`src/rtl/vram_port_arbiter_if.sv`:
```
// Port-A bundle of the text VRAM arbiter: clear engine, AXI requests, BRAM.
// addr_err is present only when VRAM_BOUNDS_CHECK_EN is defined.
interface vram_port_arbiter_if #(
  parameter int ADDR_W = 11
);
  logic [ADDR_W-1:0] init_addr;
  logic [3:0]        init_wren;
  logic [31:0]       init_data;

  logic              wr_valid;
  logic              wr_ready;
  logic [ADDR_W-1:0] wr_addr;
  logic [3:0]        wr_strb;
  logic [31:0]       wr_data;

  logic              rd_valid;
  logic              rd_ready;
  logic [ADDR_W-1:0] rd_addr;
  logic              rd_data_valid;
  logic [31:0]       rd_data;

  logic              init_busy;

  logic [ADDR_W-1:0] bram_addr;
  logic [3:0]        bram_wren;
  logic [31:0]       bram_din;
  logic [31:0]       bram_dout;
`ifdef VRAM_BOUNDS_CHECK_EN
  logic              addr_err;
`endif

  modport slave (
    input  init_addr,
    input  init_wren,
    input  init_data,
    input  wr_valid,
    output wr_ready,
    input  wr_addr,
    input  wr_strb,
    input  wr_data,
    input  rd_valid,
    output rd_ready,
    input  rd_addr,
    output rd_data_valid,
    output rd_data,
    output init_busy,
    output bram_addr,
    output bram_wren,
    output bram_din,
`ifdef VRAM_BOUNDS_CHECK_EN
    output addr_err,
`endif
    input  bram_dout
  );

  modport master (
    output init_addr,
    output init_wren,
    output init_data,
    output wr_valid,
    input  wr_ready,
    output wr_addr,
    output wr_strb,
    output wr_data,
    output rd_valid,
    input  rd_ready,
    output rd_addr,
    input  rd_data_valid,
    input  rd_data,
    input  init_busy,
    input  bram_addr,
    input  bram_wren,
    input  bram_din,
`ifdef VRAM_BOUNDS_CHECK_EN
    input  addr_err,
`endif
    output bram_dout
  );
endinterface

```
`src/rtl/vram_port_arbiter.sv`:
```
// Text VRAM port-A arbiter: clear engine > buffered AXI write > AXI read.
// Optional VRAM_BOUNDS_CHECK_EN drops/zeroes out-of-range AXI accesses.
module vram_port_arbiter #(
  parameter int ADDR_W     = 11,
  parameter int VRAM_WORDS = 600,
  parameter int RD_LATENCY = 2
) (
  input logic                clk,
  input logic                reset_n,
  vram_port_arbiter_if.slave bus
);

  typedef enum logic {
    ST_INIT = 1'b0,
    ST_RUN  = 1'b1
  } state_t;

  state_t r_state;
  state_t w_state_nxt;

  logic              w_init_req;
  logic              w_init_busy;
  logic              w_wr_ready;
  logic              w_rd_ready;
  logic              w_wr_fire;
  logic              w_rd_fire;
  logic              w_rd_pending;
  logic              w_sel_init;
  logic              w_sel_buf;
  logic              w_sel_rd;
  logic              w_wr_keep;
  logic              w_rd_zero;

  logic              r_buf_valid;
  logic [ADDR_W-1:0] r_buf_addr;
  logic [3:0]        r_buf_strb;
  logic [31:0]       r_buf_data;

  logic [RD_LATENCY:0] r_rd_pipe;

  logic [ADDR_W-1:0] r_bram_addr;
  logic [3:0]        r_bram_wren;
  logic [31:0]       r_bram_din;

  assign w_init_req = |bus.init_wren;

  always_ff @(posedge clk) begin
    if (!reset_n) begin
      r_state <= ST_INIT;
    end else begin
      r_state <= w_state_nxt;
    end
  end

  always_comb begin
    w_state_nxt = r_state;
    w_init_busy = 1'b0;
    w_wr_ready  = 1'b0;
    w_rd_ready  = 1'b0;
    unique case (r_state)
      ST_INIT: begin
        w_init_busy = 1'b1;
        if (!w_init_req) begin
          w_state_nxt = ST_RUN;
        end
      end
      ST_RUN: begin
        w_wr_ready = !r_buf_valid;
        w_rd_ready = !r_buf_valid
                   && !w_rd_pending
                   && !bus.wr_valid;
        if (w_init_req) begin
          w_state_nxt = ST_INIT;
        end
      end
      default: begin
        w_state_nxt = ST_INIT;
      end
    endcase
  end

  assign w_wr_fire = bus.wr_valid && w_wr_ready;
  assign w_rd_fire = bus.rd_valid && w_rd_ready;

  // Fixed priority, one-hot by construction
  assign w_sel_init = w_init_req;
  assign w_sel_buf  = !w_init_req && r_buf_valid;
  assign w_sel_rd   = !w_init_req && !r_buf_valid
                    && w_rd_fire;

  always_ff @(posedge clk) begin
    if (!reset_n) begin
      r_buf_valid <= 1'b0;
      r_buf_addr  <= '0;
      r_buf_strb  <= '0;
      r_buf_data  <= '0;
    end else if (w_wr_fire) begin
      r_buf_valid <= w_wr_keep;
      r_buf_addr  <= bus.wr_addr;
      r_buf_strb  <= bus.wr_strb;
      r_buf_data  <= bus.wr_data;
    end else if (w_sel_buf) begin
      r_buf_valid <= 1'b0;
    end
  end

  always_ff @(posedge clk) begin
    if (!reset_n) begin
      r_rd_pipe <= '0;
    end else begin
      r_rd_pipe <= {r_rd_pipe[RD_LATENCY-1:0], w_rd_fire};
    end
  end

  assign w_rd_pending = |r_rd_pipe;

  always_ff @(posedge clk) begin
    if (!reset_n) begin
      r_bram_addr <= '0;
      r_bram_wren <= '0;
      r_bram_din  <= '0;
    end else begin
      r_bram_wren <= '0;
      unique case (1'b1)
        w_sel_init: begin
          r_bram_addr <= bus.init_addr;
          r_bram_wren <= bus.init_wren;
          r_bram_din  <= bus.init_data;
        end
        w_sel_buf: begin
          r_bram_addr <= r_buf_addr;
          r_bram_wren <= r_buf_strb;
          r_bram_din  <= r_buf_data;
        end
        w_sel_rd: begin
          r_bram_addr <= bus.rd_addr;
        end
        default: begin
        end
      endcase
    end
  end

`ifdef VRAM_BOUNDS_CHECK_EN
  localparam logic [ADDR_W-1:0] LP_LIMIT = ADDR_W'(VRAM_WORDS);

  logic w_wr_oob;
  logic w_rd_oob;
  logic r_rd_oob;
  logic r_addr_err;

  assign w_wr_oob = bus.wr_addr >= LP_LIMIT;
  assign w_rd_oob = bus.rd_addr >= LP_LIMIT;

  // One read outstanding at most, so a single flag tracks it
  always_ff @(posedge clk) begin
    if (!reset_n) begin
      r_rd_oob   <= 1'b0;
      r_addr_err <= 1'b0;
    end else begin
      if (w_rd_fire) begin
        r_rd_oob <= w_rd_oob;
      end
      if ((w_wr_fire && w_wr_oob)
          || (w_rd_fire && w_rd_oob)) begin
        r_addr_err <= 1'b1;
      end
    end
  end

  assign w_wr_keep    = !w_wr_oob;
  assign w_rd_zero    = r_rd_oob;
  assign bus.addr_err = r_addr_err;
`else
  assign w_wr_keep = 1'b1;
  assign w_rd_zero = 1'b0;
`endif

  assign bus.wr_ready      = w_wr_ready;
  assign bus.rd_ready      = w_rd_ready;
  assign bus.init_busy     = w_init_busy;
  assign bus.rd_data_valid = r_rd_pipe[RD_LATENCY];
  assign bus.rd_data       = (r_rd_pipe[RD_LATENCY] && !w_rd_zero)
                           ? bus.bram_dout : '0;
  assign bus.bram_addr     = r_bram_addr;
  assign bus.bram_wren     = r_bram_wren;
  assign bus.bram_din      = r_bram_din;

endmodule

```
`src/flat_wrapper.sv`:
```
// flat-port wrapper written by rule: the top's interface ports become plain ports
module vram_port_arbiter_flat 
#(
  parameter int ADDR_W     = 11,
  parameter int VRAM_WORDS = 600,
  parameter int RD_LATENCY = 2
)
  (clk, reset_n, bus_init_addr, bus_init_wren, bus_init_data, bus_wr_valid, bus_wr_ready, bus_wr_addr, bus_wr_strb, bus_wr_data, bus_rd_valid, bus_rd_ready, bus_rd_addr, bus_rd_data_valid, bus_rd_data, bus_init_busy, bus_bram_addr, bus_bram_wren, bus_bram_din, bus_bram_dout);
  vram_port_arbiter_if #(.ADDR_W(ADDR_W)) bus_i ();
  input logic clk;
  input logic reset_n;
  input wire logic [$bits(bus_i.init_addr)-1:0] bus_init_addr;
  input wire logic [$bits(bus_i.init_wren)-1:0] bus_init_wren;
  input wire logic [$bits(bus_i.init_data)-1:0] bus_init_data;
  input wire logic [$bits(bus_i.wr_valid)-1:0] bus_wr_valid;
  output wire logic [$bits(bus_i.wr_ready)-1:0] bus_wr_ready;
  input wire logic [$bits(bus_i.wr_addr)-1:0] bus_wr_addr;
  input wire logic [$bits(bus_i.wr_strb)-1:0] bus_wr_strb;
  input wire logic [$bits(bus_i.wr_data)-1:0] bus_wr_data;
  input wire logic [$bits(bus_i.rd_valid)-1:0] bus_rd_valid;
  output wire logic [$bits(bus_i.rd_ready)-1:0] bus_rd_ready;
  input wire logic [$bits(bus_i.rd_addr)-1:0] bus_rd_addr;
  output wire logic [$bits(bus_i.rd_data_valid)-1:0] bus_rd_data_valid;
  output wire logic [$bits(bus_i.rd_data)-1:0] bus_rd_data;
  output wire logic [$bits(bus_i.init_busy)-1:0] bus_init_busy;
  output wire logic [$bits(bus_i.bram_addr)-1:0] bus_bram_addr;
  output wire logic [$bits(bus_i.bram_wren)-1:0] bus_bram_wren;
  output wire logic [$bits(bus_i.bram_din)-1:0] bus_bram_din;
  input wire logic [$bits(bus_i.bram_dout)-1:0] bus_bram_dout;
  assign bus_i.init_addr = bus_init_addr;
  assign bus_i.init_wren = bus_init_wren;
  assign bus_i.init_data = bus_init_data;
  assign bus_i.wr_valid = bus_wr_valid;
  assign bus_wr_ready = bus_i.wr_ready;
  assign bus_i.wr_addr = bus_wr_addr;
  assign bus_i.wr_strb = bus_wr_strb;
  assign bus_i.wr_data = bus_wr_data;
  assign bus_i.rd_valid = bus_rd_valid;
  assign bus_rd_ready = bus_i.rd_ready;
  assign bus_i.rd_addr = bus_rd_addr;
  assign bus_rd_data_valid = bus_i.rd_data_valid;
  assign bus_rd_data = bus_i.rd_data;
  assign bus_init_busy = bus_i.init_busy;
  assign bus_bram_addr = bus_i.bram_addr;
  assign bus_bram_wren = bus_i.bram_wren;
  assign bus_bram_din = bus_i.bram_din;
  assign bus_i.bram_dout = bus_bram_dout;
  vram_port_arbiter #(.ADDR_W(ADDR_W), .VRAM_WORDS(VRAM_WORDS), .RD_LATENCY(RD_LATENCY)) u_core (.clk(clk), .reset_n(reset_n), .bus(bus_i));
endmodule
```
`config.mk`:
```
export PLATFORM = sky130hd
export DESIGN_NAME = vram_port_arbiter_flat
export DESIGN_NICKNAME = d
export VERILOG_FILES = /design/src/rtl/vram_port_arbiter_if.sv /design/src/rtl/vram_port_arbiter.sv /design/src/flat_wrapper.sv
export SDC_FILE = /design/constraint.sdc
export NUM_CORES = 1
export LEC_CHECK = 0
export CAP_MARGIN = 20
export CELL_PAD_IN_SITES_DETAIL_PLACEMENT = 1
export CELL_PAD_IN_SITES_GLOBAL_PLACEMENT = 1
export CORE_MARGIN = 2
export CORE_UTILIZATION = 25
export DETAILED_ROUTE_END_ITERATION = 8
export HOLD_SLACK_MARGIN = 0.06
export PLACE_DENSITY_LB_ADDON = 0.1
export SLEW_MARGIN = 0
export SYNTH_ARGS = -nofsm -noshare
export SYNTH_HDL_FRONTEND = slang
export SYNTH_SLANG_ARGS = --single-unit
```
`constraint.sdc`:
```
create_clock -name clk -period 2.8 [get_ports clk]
set_input_delay 0.56 -clock clk [delete_from_list [all_inputs] [get_ports clk]]
set_output_delay 0.56 -clock clk [all_outputs]
set_load 0.03 [all_outputs]
```
Word-level counts from Yosys, hierarchy flattened
Cells that the tools add are included.
W data, S select, Z words.
{"block": "totals", "in_bits": 141, "wordCells": 35, "out_inout_bits": 83, "regBits": 99}
{"block": "op_classes", "muxes": 10, "n_reduce_logical": 16}
{"op": "$pmux W32 S2", "count": 1}
{"op": "$pmux W11 S3", "count": 1}
{"op": "$mux W32", "count": 1}
{"op": "$pmux W4 S2", "count": 1}
{"op": "$logic_and A1 B1 Y1", "count": 7}
{"op": "$mux W1", "count": 6}
{"op": "$logic_not A1 Y1", "count": 4}
{"op": "$reduce_bool A2 Y1", "count": 2}
{"op": "$reduce_or A4 Y1", "count": 1}
{"op": "$reduce_bool A3 Y1", "count": 1}
{"op": "$reduce_or A3 Y1", "count": 1}

Longest topological paths before layout
{"block": "logic_depth", "word_depth": 8, "depth_mapped": 5, "mapped_depth_nobuf": 3}

Least setup slack after synthesis
OpenSTA, ideal clock, no wires.
{"block": "synth_timing", "path_kind": "input to output", "start": "input bus_wr_valid", "end": "output bus_rd_ready", "n_path_buf": 2, "path_slack_ps": 304, "required_ps": 2240, "arrival_ps": 1936, "path_stages": 4, "cell_sequence": "or4_1 > buf_2 > clkbuf_1 > nor3_1"}
{"block": "synth_via", "elab_chain_len": 3}
{"item": "start, declared", "line_no": "flat_wrapper.sv:15", "source": "input wire logic [$bits(bus_i.wr_valid)-1:0] bus_wr_valid;"}
{"item": "$logic_not A1 Y1", "line_no": "vram_port_arbiter.sv:71", "source": "&& !bus.wr_valid;"}
{"item": "$logic_and A1 B1 Y1", "line_no": "vram_port_arbiter.sv:71"}
{"item": "$mux W1", "line_no": "vram_port_arbiter.sv:60", "source": "unique case (r_state)"}
{"item": "end, declared", "line_no": "flat_wrapper.sv:21", "source": "output wire logic [$bits(bus_i.rd_ready)-1:0] bus_rd_ready;"}
No other way between the ends.

Worst setup path in the final report
{"block": "layout_timing", "start": "input bus_bram_dout[28]", "end": "output bus_rd_data[28]"}
{"block": "layout_via", "elab_chain_len": 1}
{"item": "start, declared", "line_no": "flat_wrapper.sv:29", "source": "input wire logic [$bits(bus_i.bram_dout)-1:0] bus_bram_dout;"}
{"item": "$mux W32", "line_no": "vram_port_arbiter.sv:184", "source": "? bus.bram_dout : '0;"}
{"item": "end, declared", "line_no": "flat_wrapper.sv:24", "source": "output wire logic [$bits(bus_i.rd_data)-1:0] bus_rd_data;"}
No other way between the ends.

==> tab_implementation.tex <==
\begin{tabular}{lr}
\hline
Metric & Value \\
\hline
\multicolumn{2}{l}{\textbf{Run status}} \\
\quad Outcome & complete, no violations \\
\multicolumn{2}{l}{\textbf{GRT}} \\
\quad Total overflow reported by the global router & 0 \\
\quad Via count of the first global-routing pass & 4597 \\
\quad Wire length of the first global-routing pass & 24200 µm \\
\quad Number of antenna violations at the first check in global routing & 0 \\
\quad Largest net degree at the start of global routing & 54 \\
\quad GRT Overall Usage & roughly 17\% \\
\multicolumn{2}{l}{\textbf{Final layout}} \\
\quad Synthesis-to-finish area growth & 63.6\% \\
\quad \# fillers & 1921 \\
\quad Diode insertion count for antenna repair & 0 \\
\quad Share of layout cells above drive strength 1 & 4.80\% \\
\quad Total Nets Final & 845 \\
\quad Leading cell types in the layout, fill and taps excluded & 222 x clkdlybuf4s50\_1, 97 x dfxtp\_1, 94 x nand2\_1, 52 x a21oi\_1, 40 x nor2\_1 \\
\quad Fin area & slightly below 7000 µm² \\
\quad Commonest non-fill, non-tap cell in the layout & clkdlybuf4s50\_1 \\
\quad Fraction of the core area covered by cells at the end of the flow & a little over two fifths \\
\multicolumn{2}{l}{\textbf{Worst hold path}} \\
\quad Min-Delay Startpoint & u\_core.r\_buf\_addr[0] \\
\quad Type of the tightest min-delay check & flop to flop \\
\multicolumn{2}{l}{\textbf{Drt}} \\
\quad Antenna violation net count after detailed routing & 0 \\
\quad Routed WL & 15300 µm \\
\quad Detailed-route wire length per cell & around 16 µm \\
\quad Post-DR vias/cell & 4.55 \\
\quad Total via count in the routed design & around 4200 \\
\quad Iteration count of the initial detailed-routing pass & 4 \\
\quad DRC violations left & 0 \\
\quad Number of violations reported at the end of detailed-routing iteration 0 & 163 \\
\multicolumn{2}{l}{\textbf{Pwr}} \\
\quad Overall Power & 3.15 mW \\
\quad Cell area power density & 454 nW/µm² \\
\quad P\_leak & 2.36 nW \\
\quad Maximum VDD drop & 0.255 mV \\
\multicolumn{2}{l}{\textbf{STA}} \\
\quad Final count of pins violating max slew & 0 \\
\quad Slew at the pin closest to its max-slew limit & roughly 0.7 ns \\
\quad Relative slew margins & 53.3\% \\
\quad Fmax achieved & 417 MHz \\
\quad Endpoints failing setup & 0 \\
\quad Fin crit period & 2.40 ns \\
\quad RSZ-0062 raised after global routing & no \\
\quad Sum Neg Setup Slack & 0 ns \\
\quad Final clock skew & slightly below 0.008 ns \\
\quad Final Cycle Share & roughly 86\% \\
\quad Hold Fails Final Rpt & 0 \\
\multicolumn{2}{l}{\textbf{Yosys}} \\
\quad Warnings, synthesis & 0 \\
\quad Multiplexer area fraction after synthesis & 10.3\% \\
\quad Post-synth net total & 643 \\
\quad Largest family of logic cells by synthesized area & simple AND/OR/NAND/NOR gates \\
\quad Unique masters post-synth & 25 \\
\quad Post-synthesis xor/xnor area fraction & 0\% \\
\quad Area fraction in and, or, nand and nor cells after synthesis & 21.7\% \\
\quad Cell area after synthesis & between 4000 and 5000 µm² \\
\quad Post-synthesis share of cell area spent on full adders, half adders and majority gates & 0\% \\
\quad Share of the synthesized area in compound gates (AO/OA/AOI/OAI) & between 10\% and 20\% \\
\quad Synthesized instance count & 502 \\
\quad Count of state elements after synthesis & 99 \\
\quad Syn\_area\_per\_cell & 8.45 µm² \\
\quad Sequential area share after synthesis & 46.7\% \\
\multicolumn{2}{l}{\textbf{Placement}} \\
\quad Total of buffers placed on input and output ports & 223 \\
\quad Half-perimeter wire length after detailed placement & 11100 µm \\
\quad GP Congestion & 0.768 \\
\quad Placed inst area & 6670 µm² \\
\multicolumn{2}{l}{\textbf{Worst setup path}} \\
\quad Crit path arrival time & around 1.8 ns \\
\quad Crit path launch & bus\_bram\_dout[28] \\
\quad Worst R2R Start & u\_core.r\_rd\_pipe[2] \\
\quad Highest fanout seen on the critical path & 1 \\
\quad Worst EP required & 2.24 ns \\
\quad Critical path startpoint category & input pin \\
\quad Kind of end point of the critical path & output port \\
\quad Crit Path Category & input pin to output port \\
\multicolumn{2}{l}{\textbf{Floorplanning}} \\
\quad Die boundary width & 134 µm \\
\quad Total Die Area & 18000 µm² \\
\quad Initial Util & 25.6\% \\
\quad Height of the die & about 130 µm \\
\quad Area of the core & 16600 µm² \\
\quad Count of pins on the block boundary & around 220 \\
\quad Cell Rows & 47 \\
\multicolumn{2}{l}{\textbf{Clocking}} \\
\quad Total clock buffers created by CTS & 9 \\
\quad Number of sinks driven by the clock tree & 99 \\
\quad TritonCTS clock tree & done \\
\quad Hold buffers post-CTS & 0 \\
\quad Buffer cell driving the clock tree root & clkbuf\_16 \\
\quad Clock-pin slew on the worst setup and hold paths & approximately 0.060 ns \\
\quad Maximum buffer depth of the clock tree & 2 \\
\quad Number of H-tree levels & 3 \\
\quad Clk\_lat worst skew & between 0.3 and 0.4 ns \\
\multicolumn{2}{l}{\textbf{Run}} \\
\quad Number of max-cap violations & 0 \\
\hline
\end{tabular}
==> cells in the mapped netlist <==
| cell | count | share of area, % |
|---|---|---|
| dfxtp_1 | 99 | 47 |
| nand2_1 | 94 | 8.3 |
| a21oi_1 | 52 | 6.1 |
| nor2_1 | 40 | 3.5 |
| mux2i_1 | 37 | 8.7 |
| and2_1 | 34 | 5.0 |
| a211oi_1 | 32 | 5.7 |
| clkbuf_1 | 27 | 2.4 |
| inv_1 | 12 | 1.1 |
| nand2b_1 | 12 | 1.8 |
| nor3_1 | 8 | 0.94 |
| buf_2 | 7 | 0.83 |
| buf_1 | 6 | 0.53 |
| mux2_2 | 6 | 1.6 |
| o21a_1 | 6 | 1.1 |
| o21ai_0 | 6 | 0.71 |
| o311a_1 | 6 | 1.4 |
| a311oi_1 | 5 | 1.0 |
| or3_1 | 5 | 0.74 |
| nand3b_1 | 2 | 0.35 |
| or4_1 | 2 | 0.35 |
| and3b_1 | 1 | 0.21 |
| buf_6 | 1 | 0.27 |
| clkinv_1 | 1 | 0.088 |
| nor4_4 | 1 | 0.50 |
==> per-layer routing <==
layer  vias up  GRT usage, %  part of all wire [%]
li1       2106             -                     -
met1      1954          19.7                    42
met2       153          30.2                    48
met3        17          4.76                   7.5
met4         0          6.37                   1.8
met5         -             0                     0
==> worst paths after layout <==
| kind | end | slack (ns) | cells past startpoint |
|---|---|---|---|
| max | bus_rd_data[28] | 0.40 | 3 |
| min | u_core.r_buf_addr[0] | 0.45 | 2 |
| max reg2reg | u_core.bus.bram_addr[1] | 0.85 | 4 |
| min reg2reg | u_core.r_buf_addr[0] | 0.45 | 2 |
==> cell families (layout without fill, tap and decap cells) <==
logic type | Yosys count | after routing
flops | 99 | 99
simple gates | 199 | 199
buf+inv | 54 | 261
compound gates | 107 | 107
mux | 43 | 43
==> timing repair <==
| action | 4_1_cts | 5_1_grt |
|---|---|---|
| buffers inserted | 0 | 0 |
| resized for setup | 0 | 1 |
| endpoints found under the setup margin | 0 | 32 |
==> sequential cells by signal, indices dropped and copies added (netlist names) <==
name                  flops
u_core.bus.bram_addr     11
u_core.bus.bram_din      32
u_core.bus.bram_wren      4
u_core.r_buf_addr        11
u_core.r_buf_data        32
u_core.r_buf_strb         4
u_core.r_buf_valid        1
u_core.r_rd_pipe          3
u_core.r_state            1
==> through the flow <==
step / worst slack (ns) / instances / hold WS [ns]
after floorplan: 0.304 / 502 / 0.421
after global placement: 0.379 / 913 / 0.437
after detailed placement: 0.316 / 913 / 0.447
after CTS: 0.0376 / 929 / 0.456
after global routing: 0.256 / 929 / 0.478
final: 0.402 / 929 / 0.454
==> power breakdown <==
part           switching [mW]  leakage (nW)  internal [mW]
registers              0.0291         0.812           1.46
clock network           0.536         0.131          0.604
logic                   0.229          1.42          0.298
==> critical path, stage by stage <==
cell             delay, ns
clkdlybuf4s50_1       0.45
and2_1                0.15
clkdlybuf4s50_1       0.67
==> final cells by class <==
type                            instances  area (µm²)  area share, %
Clock buffer                           12         236           3.41
Clock inverter                          4        27.5          0.397
Inverter                               13        48.8          0.704
Multi-Input combinational cell        349        2040           29.4
Sequential cell                        99        1980           28.6
Tap cell                              220         275           3.97
Timing Repair Buffer                  232        2320           33.5
Note: power is estimated with default switching activity, not from simulation.
